<file path="src/rtl/btn_cmd_pkg.sv">
// btn_cmd_pkg: shared state encoding, default frame bytes and checksum helper
package btn_cmd_pkg;
  typedef enum logic [1:0] {IDLE, SEND_SOF, SEND_CMD, SEND_CHK} state_e;
  localparam logic [7:0] SOF_BYTE_DEF = 8'hAA;
  localparam logic [7:0] CMD_BASE_DEF = 8'h10;
  function automatic logic [7:0] frame_chk(input logic [7:0] sof, input logic [7:0] cmd);
    return sof ^ cmd;
  endfunction
endpackage

</file>
<file path="src/rtl/cmd_fifo.sv">
// cmd_fifo: small synchronous FIFO holding granted button indices
module cmd_fifo #(
  parameter int W = 2,
  parameter int DEPTH = 4
) (
  input  logic         clk,
  input  logic         rst_n,
  input  logic         push_i,
  input  logic [W-1:0] data_i,
  input  logic         pop_i,
  output logic [W-1:0] data_o,
  output logic         full_o,
  output logic         empty_o
);
  localparam int AW = $clog2(DEPTH);
  logic [W-1:0] mem_q [DEPTH];
  logic [AW-1:0] wr_q, rd_q;
  logic [AW:0] cnt_q, cnt_d;
  logic do_push, do_pop;
  assign full_o = cnt_q == (AW+1)'(DEPTH);
  assign empty_o = cnt_q == '0;
  assign do_pop = pop_i & ~empty_o;
  assign do_push = push_i & (~full_o | do_pop);
  assign data_o = mem_q[rd_q];
  assign cnt_d = cnt_q + (AW+1)'(do_push) - (AW+1)'(do_pop);
  // pointers wrap naturally because DEPTH is a power of two
  always_ff @(posedge clk or negedge rst_n)
    if (!rst_n) begin
      wr_q <= '0;
      rd_q <= '0;
      cnt_q <= '0;
    end else begin
      if (do_push) wr_q <= wr_q + 1'b1;
      if (do_pop) rd_q <= rd_q + 1'b1;
      cnt_q <= cnt_d;
    end
  // storage needs no reset; only entries below the count are ever read
  always_ff @(posedge clk)
    if (do_push) mem_q[wr_q] <= data_i;
endmodule

</file>
<file path="src/rtl/btn_cmd_framer.sv">
// btn_cmd_framer: turns debounced button presses into SOF/CMD/CHK UART frames
module btn_cmd_framer
  import btn_cmd_pkg::*;
#(
  parameter int NUM_BTN = 4,
  parameter int FIFO_DEPTH = 4,
  parameter logic [7:0] SOF_BYTE = SOF_BYTE_DEF,
  parameter logic [7:0] CMD_BASE = CMD_BASE_DEF
) (
  input  logic               clk,
  input  logic               rst_n,
  input  logic [NUM_BTN-1:0] btn_pulse,
  output logic [7:0]         tx_data,
  output logic               tx_valid,
  input  logic               tx_ready,
  output logic               busy,
  output logic               overflow
);
  localparam int IW = NUM_BTN > 1 ? $clog2(NUM_BTN) : 1;
  state_e state_q, state_d;
  logic [NUM_BTN-1:0] pending_q, pending_d, grant;
  logic [IW-1:0] idx, fifo_idx;
  logic [7:0] cmd_q, cmd_d;
  logic overflow_q, drop, full, empty, pop, hs;
  cmd_fifo #(.W(IW), .DEPTH(FIFO_DEPTH)) u_fifo (
    .clk(clk), .rst_n(rst_n), .push_i(|grant), .data_i(idx),
    .pop_i(pop), .data_o(fifo_idx), .full_o(full), .empty_o(empty)
  );
  // lowest-index pending press wins; nothing is granted while the FIFO is full
  always_comb begin
    grant = '0;
    idx = '0;
    for (int i = NUM_BTN-1; i >= 0; i--)
      if (pending_q[i]) begin
        grant = NUM_BTN'(1) << i;
        idx = IW'(i);
      end
    if (full) grant = '0;
  end
  assign pending_d = (pending_q & ~grant) | btn_pulse;
  assign drop = |(btn_pulse & pending_q & ~grant);
  // frame sequencing; the CHK handshake chains straight into the next frame
  always_comb begin
    state_d = state_q;
    pop = 1'b0;
    hs = tx_valid & tx_ready;
    case (state_q)
      IDLE: if (!empty) begin
        pop = 1'b1;
        state_d = SEND_SOF;
      end
      SEND_SOF: if (hs) state_d = SEND_CMD;
      SEND_CMD: if (hs) state_d = SEND_CHK;
      default: if (hs) begin
        pop = ~empty;
        state_d = empty ? IDLE : SEND_SOF;
      end
    endcase
  end
  assign cmd_d = pop ? CMD_BASE + 8'(fifo_idx) : cmd_q;
  // capture, overflow flag, FSM state and latched command byte
  always_ff @(posedge clk or negedge rst_n)
    if (!rst_n) begin
      pending_q <= '0;
      overflow_q <= 1'b0;
      state_q <= IDLE;
      cmd_q <= '0;
    end else begin
      pending_q <= pending_d;
      overflow_q <= drop;
      state_q <= state_d;
      cmd_q <= cmd_d;
    end
  assign tx_valid = state_q != IDLE;
  assign tx_data = state_q == SEND_SOF ? SOF_BYTE :
                   state_q == SEND_CMD ? cmd_q :
                   state_q == SEND_CHK ? frame_chk(SOF_BYTE, cmd_q) : 8'h00;
  assign busy = (pending_q != '0) | ~empty | tx_valid;
  assign overflow = overflow_q;
endmodule
</file>
<file path="config.mk">
export PLATFORM = sky130hd
export DESIGN_NAME = btn_cmd_framer
export DESIGN_NICKNAME = d
export VERILOG_FILES = /design/src/rtl/btn_cmd_pkg.sv /design/src/rtl/cmd_fifo.sv /design/src/rtl/btn_cmd_framer.sv
export SDC_FILE = /design/constraint.sdc
export NUM_CORES = 1
export LEC_CHECK = 0
export BUFFER_PORTS_ARGS = -buffer_cell sky130_fd_sc_hd__buf_2
export CORE_ASPECT_RATIO = 0.9
export CORE_MARGIN = 2
export CORE_UTILIZATION = 30
export CTS_CLUSTER_DIAMETER = 150
export CTS_CLUSTER_SIZE = 12
export DETAILED_ROUTE_END_ITERATION = 6
export GPL_ROUTABILITY_DRIVEN = 1
export SETUP_SLACK_MARGIN = 0.05
export SLEW_MARGIN = 20
export SYNTH_ARGS = -nofsm -noshare
export SYNTH_HDL_FRONTEND = slang
export SYNTH_SLANG_ARGS = --single-unit
</file>
<file path="constraint.sdc">
create_clock -name clk -period 2.3 [get_ports clk]
set_clock_uncertainty 0.1 [all_clocks]
set_input_delay 0.46 -clock clk [delete_from_list [all_inputs] [get_ports clk]]
set_output_delay 0.46 -clock clk [all_outputs]
set_load 0.01 [all_outputs]
</file>
## After elaboration in Yosys (flattened, before gate mapping)

Memory sizes are Yosys's and may differ from the RTL's.
Index checks and enable logic that the tools add are counted.

- Bits of input ports: 7
- Bits in registers: 22
- Memories kept: 1
- Word-level logic and storage cells: 66
- ROM bits: 0
- Latch bits: 0
- Memory bits (writable): 8

Memories:

| memory | depth | bits a word | read ports | clocked after Yosys merged registers in | write ports | RTL line | source |
|---|---|---|---|---|---|---|---|
| u_fifo.mem_q | 4 | 2 | 1 | 0 | 1 | cmd_fifo.sv:16 | `logic [W-1:0] mem_q [DEPTH];` |

- Bitwise gates (word level): 14
- Div/mod/pow operators: 0
- Order comparisons: 0
- Shift operators: 0
- Equal/unequal tests: 7
- Add/subtract/negate cells: 5
- Reduce and logical (&&, ||, !) cells: 9
- Multipliers: 0
- Muxes and demuxes: 23

Operators with widths:

| cell | count |
|---|---|
| $mux 8 | 3 |
| $mux 4 | 5 |
| $mux 2 | 8 |
| $and 4x4->4 | 3 |
| $not 4->4 | 2 |
| $reduce_or 4->1 | 2 |
| $add 5x2->6 const A | 1 |
| $ne 2x2->1 const B | 3 |
| $pmux 2 s3 | 1 |
| $mux 1 | 5 |
| $add 2x1->2 const B | 2 |
| $eq 2x2->1 const B | 2 |
| $or 4x4->4 | 1 |
| $reduce_and 4->1 | 1 |
| $reduce_bool 2->1 | 2 |
| $reduce_bool 4->1 | 1 |
| $add 3x1->3 | 1 |
| $and 1x1->1 | 3 |
| $eq 3x3->1 const B | 1 |
| $logic_not 3->1 | 1 |
| $or 1x1->1 | 3 |
| $sub 3x1->3 | 1 |
| $eq 2x1->1 const B | 1 |
| $logic_not 2->1 | 1 |
| 3 further kinds | 4 |

## Depth between registers and ports, before layout

Gate-level depths: netlist (run 1).

- Word-level depth: 9
- Gate-level depth with buffers: 11
- Gate-level depth less buffers: 11

## Hierarchy

Synthesis (run 1) repeated with hierarchy kept, for this count alone.

- Cells, all modules: 112
- Area total of the unflattened synthesis: 1363.8 sq um

Modules (own cells, without submodules):

| module | area each (sq um) | seq. area each (sq um) | times used | cells each |
|---|---|---|---|---|
| cmd_fifo | 713.2 | 415.4 | 1 | 45 |
| btn_cmd_framer | 650.6 | 250.2 | 1 | 67 |

## Worst setup path after synthesis (run 1)

No wires, ideal clock.

- Path type: register to register
- From: register state_q[0]
- To: register u_fifo.cnt_q[2]
- Data arrival time: 2232 ps
- Setup slack: -155 ps
- Stages on the path, launching flop included: 12
- Buffers on the path: 0
- Period minus slack after synthesis: 2455 ps
- Setup time: 123 ps
- Data required time: 2077 ps
- Path through: dfrtp_1 > inv_1 > ha_1 > nand3b_1 > a21oi_2 > ha_1 > inv_1 > ha_1 > inv_1 > fa_1 > xnor2_1 > xnor2_1

- Word-level cells in the longest chain between the ends: 9

Ends and longest elaborated chain:

| item | RTL line | source |
|---|---|---|
| from (decl) | btn_cmd_framer.sv:20 | `state_e state_q, state_d;` |
| from (signal assigned) | btn_cmd_framer.sv:71 | `state_q <= state_d;` |
| $reduce_bool 2->1 | btn_cmd_framer.sv:74 | `assign tx_valid = state_q != IDLE;` |
| $and 1x1->1 | btn_cmd_framer.sv:46 | `hs = tx_valid & tx_ready;` |
| $mux 1 | btn_cmd_framer.sv:54 | `default: if (hs) begin` |
| $pmux 1 s2 (*) | btn_cmd_framer.sv:47 | `case (state_q)` |
| $and 1x1->1 (*) | cmd_fifo.sv:22 | `assign do_pop = pop_i & ~empty_o;` |
| net u_fifo.do_pop | cmd_fifo.sv:19 | `logic do_push, do_pop;` |
| $or 1x1->1 | cmd_fifo.sv:23 | `assign do_push = push_i & (~full_o \| do_pop);` |
| $and 1x1->1 | cmd_fifo.sv:23 |  |
| $add 3x1->3 | cmd_fifo.sv:25 | `assign cnt_d = cnt_q + (AW+1)'(do_push) - (AW+1)'(do_pop);` |
| $sub 3x1->3 (*) | cmd_fifo.sv:25 |  |
| net u_fifo.cnt_d[2] | cmd_fifo.sv:18 | `logic [AW:0] cnt_q, cnt_d;` |
| to (signal assigned) | cmd_fifo.sv:35 | `cnt_q <= cnt_d;` |
| to (decl) | cmd_fifo.sv:18 |  |

The timed path passes the listed nets; every way through them passes the cells marked *.
A chain may end at the register's enable or synchronous reset.

## Worst setup path in the final report (run 1)

- From: register state_q[1]
- To: register u_fifo.cnt_q[2]

The elaborated chain is that of the path after synthesis.

==> flow_summary.rst, run 1 <==
.. list-table::
   :header-rows: 1

   * - Metric
     - Value
   * - Commonest register cell after synthesis
     - sky130_fd_sc_hd__dfrtp_1
   * - Total negative slack
     - -0.0483 ns
   * - Antenna violations before repair
     - 0
   * - Dominant combinational cell family by area after synthesis
     - simple AND/OR/NAND/NOR gates
   * - Setup-violating endpoint count in the final report
     - 1
   * - Crit start category
     - register
   * - Root Driver
     - sky130_fd_sc_hd__clkbuf_8
   * - Initial core utilization
     - 30.9%
   * - Final routed wirelength across all metal layers
     - 2.35 mm
   * - Worst Setup End Kind
     - register
   * - Cell with the most instances after synthesis
     - sky130_fd_sc_hd__dfrtp_1
   * - Static Leak
     - 0.720 nW
   * - Internal reg-to-reg setup slack
     - -0.05 ns
   * - CP max stage cell
     - sky130_fd_sc_hd__dfrtp_1
   * - Number of levels in the clock H-tree
     - 1
   * - Dominant cells by area after synthesis
     - sky130_fd_sc_hd__dfrtp_1 (31%), sky130_fd_sc_hd__edfxtp_1 (18%), sky130_fd_sc_hd__ha_1 (11%), sky130_fd_sc_hd__inv_1 (3.6%), sky130_fd_sc_hd__o21ai_0 (2.9%)
   * - Global-route wire length before repair
     - 4.00 mm
   * - Core ar.
     - 4400 um^2
   * - Sink Count
     - 25
   * - Post-synthesis async set-or-reset flop share
     - 68.0%
   * - Clk buf depth
     - 2
   * - Tcrit/Tclk final
     - 102%
   * - PortBufs
     - 15
   * - Buffering stage count on the worst path with inverters included
     - 3
   * - Synth warnings
     - 0
   * - Final count of pins violating max slew
     - 0
   * - Layout cells sized above 1
     - 35.3%
   * - Antenna diode count
     - 0
   * - NumNets Final
     - 160
   * - First drt pass iteration count
     - 4
   * - Hold-fix buffer count after cts
     - 0
   * - Total power density per cell area
     - 1450 nW/um^2
   * - Die X-Extent
     - 75.0 um
   * - Met1 global-route usage
     - 13.7%
   * - Post-synthesis xor/xnor area fraction
     - 3.22%
   * - DIE HEIGHT
     - 67.9 um
   * - Largest net degree at the start of global routing
     - 18
   * - Top cell type by total area after synthesis
     - sky130_fd_sc_hd__dfrtp_1
   * - Crit Path Category
     - register to register
   * - Top cells by instance count after synthesis
     - sky130_fd_sc_hd__dfrtp_1 (17), sky130_fd_sc_hd__inv_1 (13), sky130_fd_sc_hd__ha_1 (12)
   * - Final HPWL DP
     - 1.76 mm
   * - Highest cell delay on the worst timing path
     - 0.40 ns
   * - Relative area change from synthesis to final layout
     - 20.8%
   * - RSZ-0062 raised after global routing
     - yes
   * - Family with the most delay on the worst path
     - adder cells
   * - Post-Synthesis Mean Instance Area
     - 11.6 um^2
   * - Worst-path fanout max
     - 3
   * - CTS tree
     - done
   * - Met3 capacity usage during global routing
     - 3.09%
   * - DRC
     - 0
   * - Area share of the largest cell type after synthesis
     - 31.3%
   * - Fraction of the mapped netlist area in compound gates
     - 9.66%
   * - Number of DRC violations after detailed-routing iteration 0
     - 9
   * - Post-layout total power
     - 2.38 mW
   * - Reg2Reg Capture Point
     - u_fifo.cnt_q[2]
   * - Setup ws final
     - -0.0483 ns
   * - Worst skew pair latency
     - 0.27 ns
   * - Routed wirelength normalized by instance count
     - 11.7 um
   * - Violated checks
     - negative setup slack
   * - Cell row count
     - 23
   * - Reg-to-reg startpoint
     - state_q[1]
   * - Mux contribution to synthesized area
     - 5.80%
   * - Adder-cell area share of the yosys netlist
     - 12.5%
   * - Sum of overflow across all layers after global routing
     - 0
   * - Final hold violation count
     - 0
   * - Num ports
     - 18
   * - Required @ worst endpoint
     - 2.35 ns
   * - Number of synthesized flops with an enable pin
     - 8
   * - Number of antenna-violating nets in the routed design
     - 0
   * - Synth cell types
     - 36
   * - Fraction of the mapped netlist area in simple logic gates
     - 13.4%
   * - TritonCTS buffer count
     - 3
   * - Final critical path time including I/O delays and setup
     - 2.35 ns
   * - Number of synthesized register bits
     - 25
   * - MaxCap Viol Count
     - 0
   * - Post-Synthesis Cell Area
     - 1360 um^2
   * - Smallest hold slack
     - 0.00545 ns
   * - Most Used Layer, Global Route
     - met2
   * - Post-CTS clock slew at the launch and capture registers of the worst setup and hold paths
     - 0.09 ns
   * - Sequential element share of the synthesized area
     - 48.9%
   * - Tightest Hold Check Type
     - input port to async pin
   * - Count of fill cells added during filler insertion
     - 450
   * - Post-synthesis cell count
     - 117
   * - Overall track demand over capacity in global routing
     - 10.3%
   * - Via count
     - 880
   * - Final weighted congestion in routability-driven placement
     - 0.744
   * - Arrival time reported for the critical path endpoint
     - 2.40 ns
   * - Core Util, Final
     - 37.3%
   * - VDD IR-drop max
     - 0.539 mV
   * - Cell chain of the critical path
     - inv_2, ha_4, nand3b_1, a21oi_4, ha_4, inv_2, ha_4, inv_2, fa_2, xnor2_2, xnor2_1
   * - GR Layer Usage met2
     - 17.2%
   * - Worst slack after detailed placement
     - -0.0656 ns
   * - Die area
     - 5090 um^2
   * - Via-per-instance ratio
     - 4.38
   * - Number of cells on the worst reg-to-reg path
     - 11
   * - Via count of the first global-routing pass
     - 866
   * - Highest clock rate
     - 426 MHz
   * - Run status
     - complete, but fails checks
[worst reg2reg max path, cell delays in order, from the launching register on]
cell and delay (ns):
sky130_fd_sc_hd__dfrtp_1 0.40, sky130_fd_sc_hd__inv_2 0.09, sky130_fd_sc_hd__ha_4 0.16, sky130_fd_sc_hd__nand3b_1 0.21
sky130_fd_sc_hd__a21oi_4 0.21, sky130_fd_sc_hd__ha_4 0.22, sky130_fd_sc_hd__inv_2 0.06, sky130_fd_sc_hd__ha_4 0.12
sky130_fd_sc_hd__inv_2 0.03, sky130_fd_sc_hd__fa_2 0.36, sky130_fd_sc_hd__xnor2_2 0.14, sky130_fd_sc_hd__xnor2_1 0.13
[stage by stage]
step	instances	instance area [um^2]
after floorplan	118	1380
after global placement	194	1530
after detailed placement	194	1530
after CTS	200	1610
after global routing	201	1640
final	201	1640
[layout by cell type (no fill, tap or decap), drive strengths merged, types with 4 or more instances in the layout]
| master | n |
|---|---|
| nand2 | 6 |
| dfrtp | 17 |
| and2 | 5 |
| xnor2 | 4 |
| inv | 13 |
| buf | 22 |
| o21ai | 9 |
| edfxtp | 8 |
| ha | 12 |
| nor2 | 7 |
[state kept, by name, summed over array words and instances (netlist names)]
signal	count
state_q	2
u_fifo.cnt_q	3
cmd_q	3
u_fifo.wr_q	2
u_fifo.rd_q	2
pending_q	4
u_fifo.mem_q	8
overflow	1
[worst max path at each step]
stage / start / end / depth (start not counted)
2_1_floorplan: state_q[0] / u_fifo.cnt_q[2] / 11
3_3_place_gp: state_q[1] / u_fifo.cnt_q[2] / 11
3_5_place_dp: state_q[1] / u_fifo.cnt_q[2] / 11
4_1_cts: state_q[1] / u_fifo.cnt_q[2] / 11
5_1_grt: state_q[1] / u_fifo.cnt_q[2] / 11
6_report: state_q[1] / u_fifo.cnt_q[2] / 11
[repair_timing]
item	4_1_cts	5_1_grt
setup buffers	2	1
resized for setup	2	6
endpoints found under the hold margin	0	0
pin swaps	0	6
setup endpoints to repair	2	6
[layer usage]
metal,up-vias,wire (um)
met3,0,115
li1,433,-
met5,-,0
met1,424,1130
met4,0,0
met2,23,1110
[layout make-up]
type | count | area (um^2) | area share (%)
sequential | 25 | 666 | 40.5
timing repair buffer | 22 | 128 | 7.77
clock inverter | 1 | 7.51 | 0.457
multi-input combinational | 75 | 674 | 41.1
clock buffer | 3 | 41.3 | 2.51
inverter | 13 | 48.8 | 2.97
tap | 62 | 77.6 | 4.72
[power by group]
group	internal, mW	leakage, nW	switching, mW	total [mW]
Sequential	0.662	0.265	0.150	0.811
Combinational	0.667	0.433	0.634	1.30
Clock	0.123	0.0217	0.144	0.267
Total	1.45	0.720	0.927	2.38
[cells by family (layout without fill, tap and decap cells)]
| logic type | after synthesis | after routing |
|---|---|---|
| xor gates and xnor gates | 5 | 5 |
| adders and majority gates | 13 | 13 |
| muxes | 4 | 4 |
| AOI/OAI and AO/OA | 20 | 20 |
| other | 1 | 2 |
| and+or+nand+nor | 31 | 31 |
| DFF | 25 | 25 |
| buffers and inverters | 18 | 39 |
No activity file was read; power rests on OpenSTA's default activity.
==> inputs of run 2 (changes only) <==
MAX_ROUTING_LAYER = met4   (was not set)
==> run 2 against run 1 <==
The flow still finishes with violations (negative setup slack). Worst setup slack hardly changed. Sequential share of layout area stayed put. Combinational power hardly changed. Sequential cell count stayed put. Cell count stayed put. Routed wire length hardly changed. Non-clock buffer count stayed put. Sequential power hardly changed. Register-to-register slack hardly changed. First-iteration DRC count is 11% lower. Via count stayed put. Hold slack hardly changed. Critical path type unchanged. Highest routed layer unchanged.
==> flow_summary.rst, run 2 (synthesis gave the netlist of run 1 again) <==
.. list-table::
   :header-rows: 1

   * - Metric
     - Value
   * - Run status
     - complete, but fails checks (unchanged)
   * - Violated checks
     - negative setup slack (unchanged)
   * - Routed wirelength normalized by instance count
     - 11.7 um (about the same)
   * - Worst slack after detailed placement
     - -0.0656 ns (unchanged)
   * - PortBufs
     - 15 (unchanged)
   * - Total power density per cell area
     - 1450 nW/um^2 (about the same)
   * - Crit Path Category
     - register to register (unchanged)
   * - Leading cell type in the layout, fill and taps excluded
     - sky130_fd_sc_hd__dfrtp_1 (unchanged)
   * - Worst skew pair latency
     - 0.27 ns (about the same)
   * - Setup-violating endpoint count in the final report
     - 1 (unchanged)
   * - Highest clock rate
     - 426 MHz (about the same)
   * - DRC
     - 0 (unchanged)
   * - Largest net degree at the start of global routing
     - 18 (unchanged)
   * - Post-layout total power
     - 2.38 mW (about the same)
   * - VDD IR-drop max
     - 0.539 mV (about the same)
   * - Final count of pins violating max slew
     - 0 (unchanged)
   * - DIE HEIGHT
     - 67.9 um (unchanged)
   * - Sum of overflow across all layers after global routing
     - 0 (unchanged)
   * - Required @ worst endpoint
     - 2.35 ns (about the same)
   * - Worst-path fanout max
     - 3 (unchanged)
   * - Num ports
     - 18 (unchanged)
   * - Die area
     - 5090 um^2 (unchanged)
   * - Final weighted congestion in routability-driven placement
     - 0.753 (was 0.744)
   * - Antenna violations before repair
     - 0 (unchanged)
   * - Final routed wirelength across all metal layers
     - 2.35 mm (about the same)
   * - Sink Count
     - 25 (unchanged)
   * - Hold-fix buffer count after cts
     - 0 (unchanged)
   * - Relative area change from synthesis to final layout
     - 20.8% (unchanged)
   * - Number of antenna-violating nets in the routed design
     - 0 (unchanged)
   * - Via count
     - 880 (unchanged)
   * - Root Driver
     - sky130_fd_sc_hd__clkbuf_8 (unchanged)
   * - Layout cells sized above 1
     - 35.3% (unchanged)
   * - Final hold violation count
     - 0 (unchanged)
   * - CTS tree
     - done (unchanged)
   * - Global-route wire length before repair
     - 4.00 mm (unchanged)
   * - Number of levels in the clock H-tree
     - 1 (unchanged)
   * - Most frequent cells in the layout
     - sky130_fd_sc_hd__dfrtp_1 (17), sky130_fd_sc_hd__buf_2 (15), sky130_fd_sc_hd__inv_1 (8), sky130_fd_sc_hd__o21ai_0 (8), sky130_fd_sc_hd__edfxtp_1 (8) (unchanged)
   * - Overall track demand over capacity in global routing
     - 10.6% (was 10.3%)
   * - Via-per-instance ratio
     - 4.38 (unchanged)
   * - Core ar.
     - 4400 um^2 (unchanged)
   * - Setup ws final
     - -0.0482 ns (was -0.0483 ns)
   * - Initial core utilization
     - 30.9% (unchanged)
   * - RSZ-0062 raised after global routing
     - yes (unchanged)
   * - TritonCTS buffer count
     - 3 (unchanged)
   * - Final critical path time including I/O delays and setup
     - 2.35 ns (about the same)
   * - Final HPWL DP
     - 1.76 mm (unchanged)
   * - Registers with the most flip-flops
     - u_fifo.mem_q (8), pending_q (4) (unchanged)
   * - Via count of the first global-routing pass
     - 865 (was 866)
   * - Clk buf depth
     - 2 (unchanged)
   * - Tightest Hold Check Type
     - input port to async pin (unchanged)
   * - Arrival time reported for the critical path endpoint
     - 2.40 ns (about the same)
   * - Area after detailed placement
     - 1530 um^2 (unchanged)
   * - Finished layout cell area
     - 1640 um^2 (unchanged)
   * - Cell row count
     - 23 (unchanged)
   * - Number of DRC violations after detailed-routing iteration 0
     - 8 (was 9)
   * - Die X-Extent
     - 75.0 um (unchanged)
   * - Register name with the most flops
     - u_fifo.mem_q (unchanged)
   * - NumNets Final
     - 160 (unchanged)
   * - Antenna diode count
     - 0 (unchanged)
   * - Total negative slack
     - -0.0482 ns (was -0.0483 ns)
   * - Tcrit/Tclk final
     - 102% (about the same)
   * - Crit start category
     - register (unchanged)
   * - Core Util, Final
     - 37.3% (unchanged)
   * - MaxCap Viol Count
     - 0 (unchanged)
   * - Flip-flop count of the largest register after layout
     - 8 (unchanged)
   * - First drt pass iteration count
     - 4 (unchanged)
   * - Post-CTS clock slew at the launch and capture registers of the worst setup and hold paths
     - 0.09 ns (about the same)
   * - Worst Setup End Kind
     - register (unchanged)
   * - Static Leak
     - 0.720 nW (unchanged)
-- run 2: cell counts in the layout (fill, tap and decap cells not counted) --
Identical to the previous run, type by type.
-- run 2: cell type report --
| type | instances | area [um^2] |
|---|---|---|
| multi-input cells | 75 | 674 |
| flip-flops and latches | 25 | 666 |
| repair buffers | 22 | 128 |
| clock inverters | 1 | 7.51 |
| fillers | 450 | 2760 |
| well taps | 62 | 77.6 |
| inverters | 13 | 48.8 |
| clock buffers | 3 | 41.3 |
-- run 2: where the power goes --
group	internal, mW	total [mW]	switching (mW)
Sequential	0.662	0.811	0.149
Clock	0.123	0.266	0.143
Combinational	0.667	1.30	0.634
Total	1.45	2.38	0.927
-- run 2: routing by layer --
metal | vias to the layer above | part of all wire (%) | global-route usage, %
met5 | - | 0 | -
met4 | 0 | 0 | 1.34
met3 | 0 | 5.0 | 3.09
met2 | 23 | 47 | 17.2
met1 | 424 | 48 | 13.7
li1 | 433 | - | -
-- run 2: path summary, 6_finish.rpt --
path / start / to / slack, ns / depth (start not counted)
max in group asynchronous: rst_n / state_q[0] / 1.80 / 1
hold reg to reg: cmd_q[4] / cmd_q[4] / 0.38 / 1
setup reg to reg: state_q[1] / u_fifo.cnt_q[2] / -0.05 / 11
min in group clk: btn_pulse[2] / pending_q[2] / 0.27 / 2
setup / recovery: state_q[1] / u_fifo.cnt_q[2] / -0.05 / 11
hold / removal: rst_n / u_fifo.wr_q[1] / 0.005 / 1
-- run 2: metrics by stage --
step,hold WS (ns),std cells
detailed placement,0.314,194
floorplan,0.0644,118
global placement,0.292,194
CTS,0.00837,200
global route,0.0202,201
finish,0.00538,201
-- run 2: critical path, cell delays in order (launching register included) --
cell and delay (ns):
sky130_fd_sc_hd__dfrtp_1 0.40, sky130_fd_sc_hd__inv_2 0.08, sky130_fd_sc_hd__ha_4 0.16, sky130_fd_sc_hd__nand3b_1 0.21, sky130_fd_sc_hd__a21oi_4 0.21, sky130_fd_sc_hd__ha_4 0.22, sky130_fd_sc_hd__inv_2 0.06, sky130_fd_sc_hd__ha_4 0.12
sky130_fd_sc_hd__inv_2 0.03, sky130_fd_sc_hd__fa_2 0.36, sky130_fd_sc_hd__xnor2_2 0.14, sky130_fd_sc_hd__xnor2_1 0.13
-- run 2: what timing repair did --
action                                  in CTS  in global routing
resized for setup                            2                  6
setup buffers                                2                  1
pin swaps                                    0                  6
endpoints found under the setup margin       2                  6
==> inputs of run 3 (changes only) <==
clock period = 2.25 ns   (was 2.3 ns; I/O delays follow)
==> run 3 against run 2 <==
The run ends with negative hold slack, negative setup slack left. Combinational power is 4% higher. First-iteration DRC count grew to 3.1 times the previous value. Highest routed layer unchanged. Critical endpoint unchanged. Critical path depth stayed put.
==> flow_summary.rst, run 3 (synthesis gave the netlist of run 1 again) <==
.. list-table::
   :header-rows: 1

   * - Metric
     - Value
   * - NumNets Final
     - 165 (was 160)
   * - Smallest hold slack
     - -0.00489 ns (was 0.00538 ns)
   * - Worst Setup End Kind
     - register (unchanged)
   * - Number of cells on the worst reg-to-reg path
     - 11 (unchanged)
   * - Static Leak
     - 0.747 nW (was 0.720 nW)
   * - Crit Path Category
     - register to register (unchanged)
   * - Total power density per cell area
     - 1450 nW/um^2 (about the same)
   * - Registers with the most flip-flops
     - u_fifo.mem_q (8), pending_q (4) (unchanged)
   * - Core ar.
     - 4400 um^2 (unchanged)
   * - Tcrit/Tclk final
     - 101% (was 102%)
   * - Antenna diode count
     - 0 (unchanged)
   * - Die area
     - 5090 um^2 (unchanged)
   * - Arrival time reported for the critical path endpoint
     - 2.34 ns (was 2.40 ns)
   * - Area after detailed placement
     - 1560 um^2 (was 1530 um^2)
   * - MaxCap Viol Count
     - 0 (unchanged)
   * - VDD IR-drop max
     - 0.532 mV (was 0.539 mV)
   * - Crit start category
     - register (unchanged)
   * - Antenna violations before repair
     - 0 (unchanged)
   * - Run status
     - complete, but fails checks (unchanged)
   * - Die X-Extent
     - 75.0 um (unchanged)
   * - Tightest Hold Check Type
     - input port to async pin (unchanged)
   * - Num ports
     - 18 (unchanged)
   * - Required @ worst endpoint
     - 2.31 ns (was 2.35 ns)
   * - First drt pass iteration count
     - 4 (unchanged)
   * - Final hold violation count
     - 7 (was 0)
   * - Hold-fix buffer count after cts
     - 0 (unchanged)
   * - Reg2Reg Capture Point
     - u_fifo.cnt_q[2] (unchanged)
   * - Finished layout cell area
     - 1670 um^2 (was 1640 um^2)
   * - Post-layout total power
     - 2.42 mW (was 2.38 mW)
   * - Worst setup path start
     - state_q[0] (was state_q[1])
   * - RSZ-0062 raised after global routing
     - yes (unchanged)
   * - Leading cell type in the layout, fill and taps excluded
     - sky130_fd_sc_hd__dfrtp_1 (unchanged)
   * - DRC
     - 0 (unchanged)
   * - Switching portion of total power
     - 37.3% (was 39.0%)
   * - Sink Count
     - 25 (unchanged)
   * - Flip-flop count of the largest register after layout
     - 8 (unchanged)
   * - Worst-path fanout max
     - 3 (unchanged)
   * - Via-per-instance ratio
     - 4.28 (was 4.38)
   * - Number of levels in the clock H-tree
     - 1 (unchanged)
   * - Highest cell delay on the worst timing path
     - 0.40 ns (about the same)
   * - Overall track demand over capacity in global routing
     - 11.0% (was 10.6%)
   * - Setup ws final
     - -0.0274 ns (was -0.0482 ns)
   * - Register name with the most flops
     - u_fifo.mem_q (unchanged)
   * - Setup-violating endpoint count in the final report
     - 1 (unchanged)
   * - Sum of overflow across all layers after global routing
     - 0 (unchanged)
   * - Global-route wire length before repair
     - 4.09 mm (was 4.00 mm)
   * - DIE HEIGHT
     - 67.9 um (unchanged)
   * - Clock network fraction of design power
     - 10.8% (was 11.2%)
   * - Cell chain of the critical path
     - inv_2, ha_4, nand3b_1, a21oi_4, ha_1, inv_1, ha_1, inv_1, fa_2, xnor2_2, xnor2_1 (was inv_2, ha_4, nand3b_1, a21oi_4, ha_4, inv_2, ha_4, inv_2, fa_2, xnor2_2, xnor2_1)
   * - Root Driver
     - sky130_fd_sc_hd__clkbuf_8 (unchanged)
   * - Internal reg-to-reg setup slack
     - -0.03 ns (was -0.05 ns)
   * - Relative area change from synthesis to final layout
     - 22.7% (was 20.8%)
   * - Total negative slack
     - -0.0274 ns (was -0.0482 ns)
   * - TritonCTS buffer count
     - 3 (unchanged)
   * - Relative contribution of combinational cells to total power
     - 55.7% (was 54.7%)
   * - Number of DRC violations after detailed-routing iteration 0
     - 25 (was 8)
   * - Reg-to-reg startpoint
     - state_q[0] (was state_q[1])
   * - Final routed wirelength across all metal layers
     - 2.39 mm (was 2.35 mm)
   * - Largest net degree at the start of global routing
     - 18 (unchanged)
   * - Most frequent cells in the layout
     - sky130_fd_sc_hd__dfrtp_1 (17), sky130_fd_sc_hd__buf_2 (14), sky130_fd_sc_hd__buf_4 (12), sky130_fd_sc_hd__inv_1 (11) (was sky130_fd_sc_hd__dfrtp_1 (17), sky130_fd_sc_hd__buf_2 (15), sky130_fd_sc_hd__inv_1 (8), sky130_fd_sc_hd__o21ai_0 (8), sky130_fd_sc_hd__edfxtp_1 (8))
   * - Final count of pins violating max slew
     - 0 (unchanged)
   * - Layout cells sized above 1
     - 35.4% (was 35.3%)
   * - Final HPWL DP
     - 1.80 mm (was 1.76 mm)
   * - Net switching component of the power
     - 0.905 mW (was 0.927 mW)
   * - Final weighted congestion in routability-driven placement
     - 0.738 (was 0.753)
   * - Worst slack after detailed placement
     - -0.0522 ns (was -0.0656 ns)
   * - Core Util, Final
     - 37.9% (was 37.3%)
   * - CTS tree
     - done (unchanged)
   * - CP max stage cell
     - sky130_fd_sc_hd__dfrtp_1 (unchanged)
   * - Violated checks
     - negative hold slack, negative setup slack (was negative setup slack)
   * - Highest clock rate
     - 439 MHz (was 426 MHz)
   * - Final critical path time including I/O delays and setup
     - 2.28 ns (was 2.35 ns)
   * - PortBufs
     - 15 (unchanged)
   * - Via count of the first global-routing pass
     - 881 (was 865)
   * - Clk buf depth
     - 2 (unchanged)
   * - Cell row count
     - 23 (unchanged)
   * - Routed wirelength normalized by instance count
     - 11.6 um (was 11.7 um)
   * - Initial core utilization
     - 30.9% (unchanged)
   * - Via count
     - 881 (was 880)
   * - Post-CTS clock slew at the launch and capture registers of the worst setup and hold paths
     - 0.08 ns (was 0.09 ns)
   * - Worst skew pair latency
     - 0.27 ns (about the same)
   * - Total internal power
     - 1.52 mW (was 1.45 mW)
   * - Sequential Power Share
     - 33.5% (was 34.1%)
   * - Number of antenna-violating nets in the routed design
     - 0 (unchanged)
==> run 3: per-layer routing <==
metal	up-vias	share of wire [%]	GRT usage [%]	wire, um
met5	-	0	-	0
met3	0	4.9	3.53	118
met4	0	0	1.34	0
li1	445	-	-	-
met2	24	51	19.1	1210
met1	412	44	12.9	1050
==> run 3: power by group through the flow <==
| stage | registers [mW] | logic, mW | clock network (mW) |
|---|---|---|---|
| floorplan | 0.807 | 0.876 | 0 |
| finish | 0.812 | 1.35 | 0.263 |
| detailed placement | 0.825 | 1.22 | 0 |
| global route | 0.841 | 1.51 | 0.295 |
| CTS | 0.814 | 1.30 | 0.279 |
| global placement | 0.811 | 1.16 | 0 |
==> run 3: layout make-up <==
type                       instances  area [um^2]
clock buffer                       4         45.0
inverter                          13         48.8
sequential                        25          666
tap                               62         77.6
timing repair buffer              27          171
multi-input combinational         75          661
fill                             432         2730
==> run 3: worst max path at each step <==
stage / to / depth (start not counted)
floorplan: u_fifo.cnt_q[2] / 11
global placement: u_fifo.cnt_q[2] / 11
detailed placement: u_fifo.cnt_q[2] / 11
CTS: u_fifo.cnt_q[2] / 11
global route: u_fifo.cnt_q[2] / 11
finish: u_fifo.cnt_q[2] / 11
==> run 3: stage by stage <==
stage / hold slack, ns / cells
finish: -0.00489 / 206
global placement: 0.293 / 198
detailed placement: 0.311 / 198
floorplan: 0.0544 / 118
CTS: 0.0118 / 206
global route: 0.0169 / 206
==> run 3: critical path: cells and delay by family, from the launching register on <==
kind / cells / cell delay (ns)
adder cells (fa/ha/maj): 4 / 0.89
buffers and inverters: 3 / 0.19
AO/OA/AOI/OAI: 1 / 0.15
AND/OR/NAND/NOR: 1 / 0.19
XOR/XNOR: 2 / 0.27
flip-flops: 1 / 0.40
==> run 3: timing repair <==
| item | 4_1_cts | 5_1_grt |
|---|---|---|
| resized for setup | 2 | 5 |
| endpoints found under the setup margin | 2 | 8 |
| cloned | 0 | 0 |
| pin swaps | 0 | 1 |
| buffers inserted | 4 | 0 |
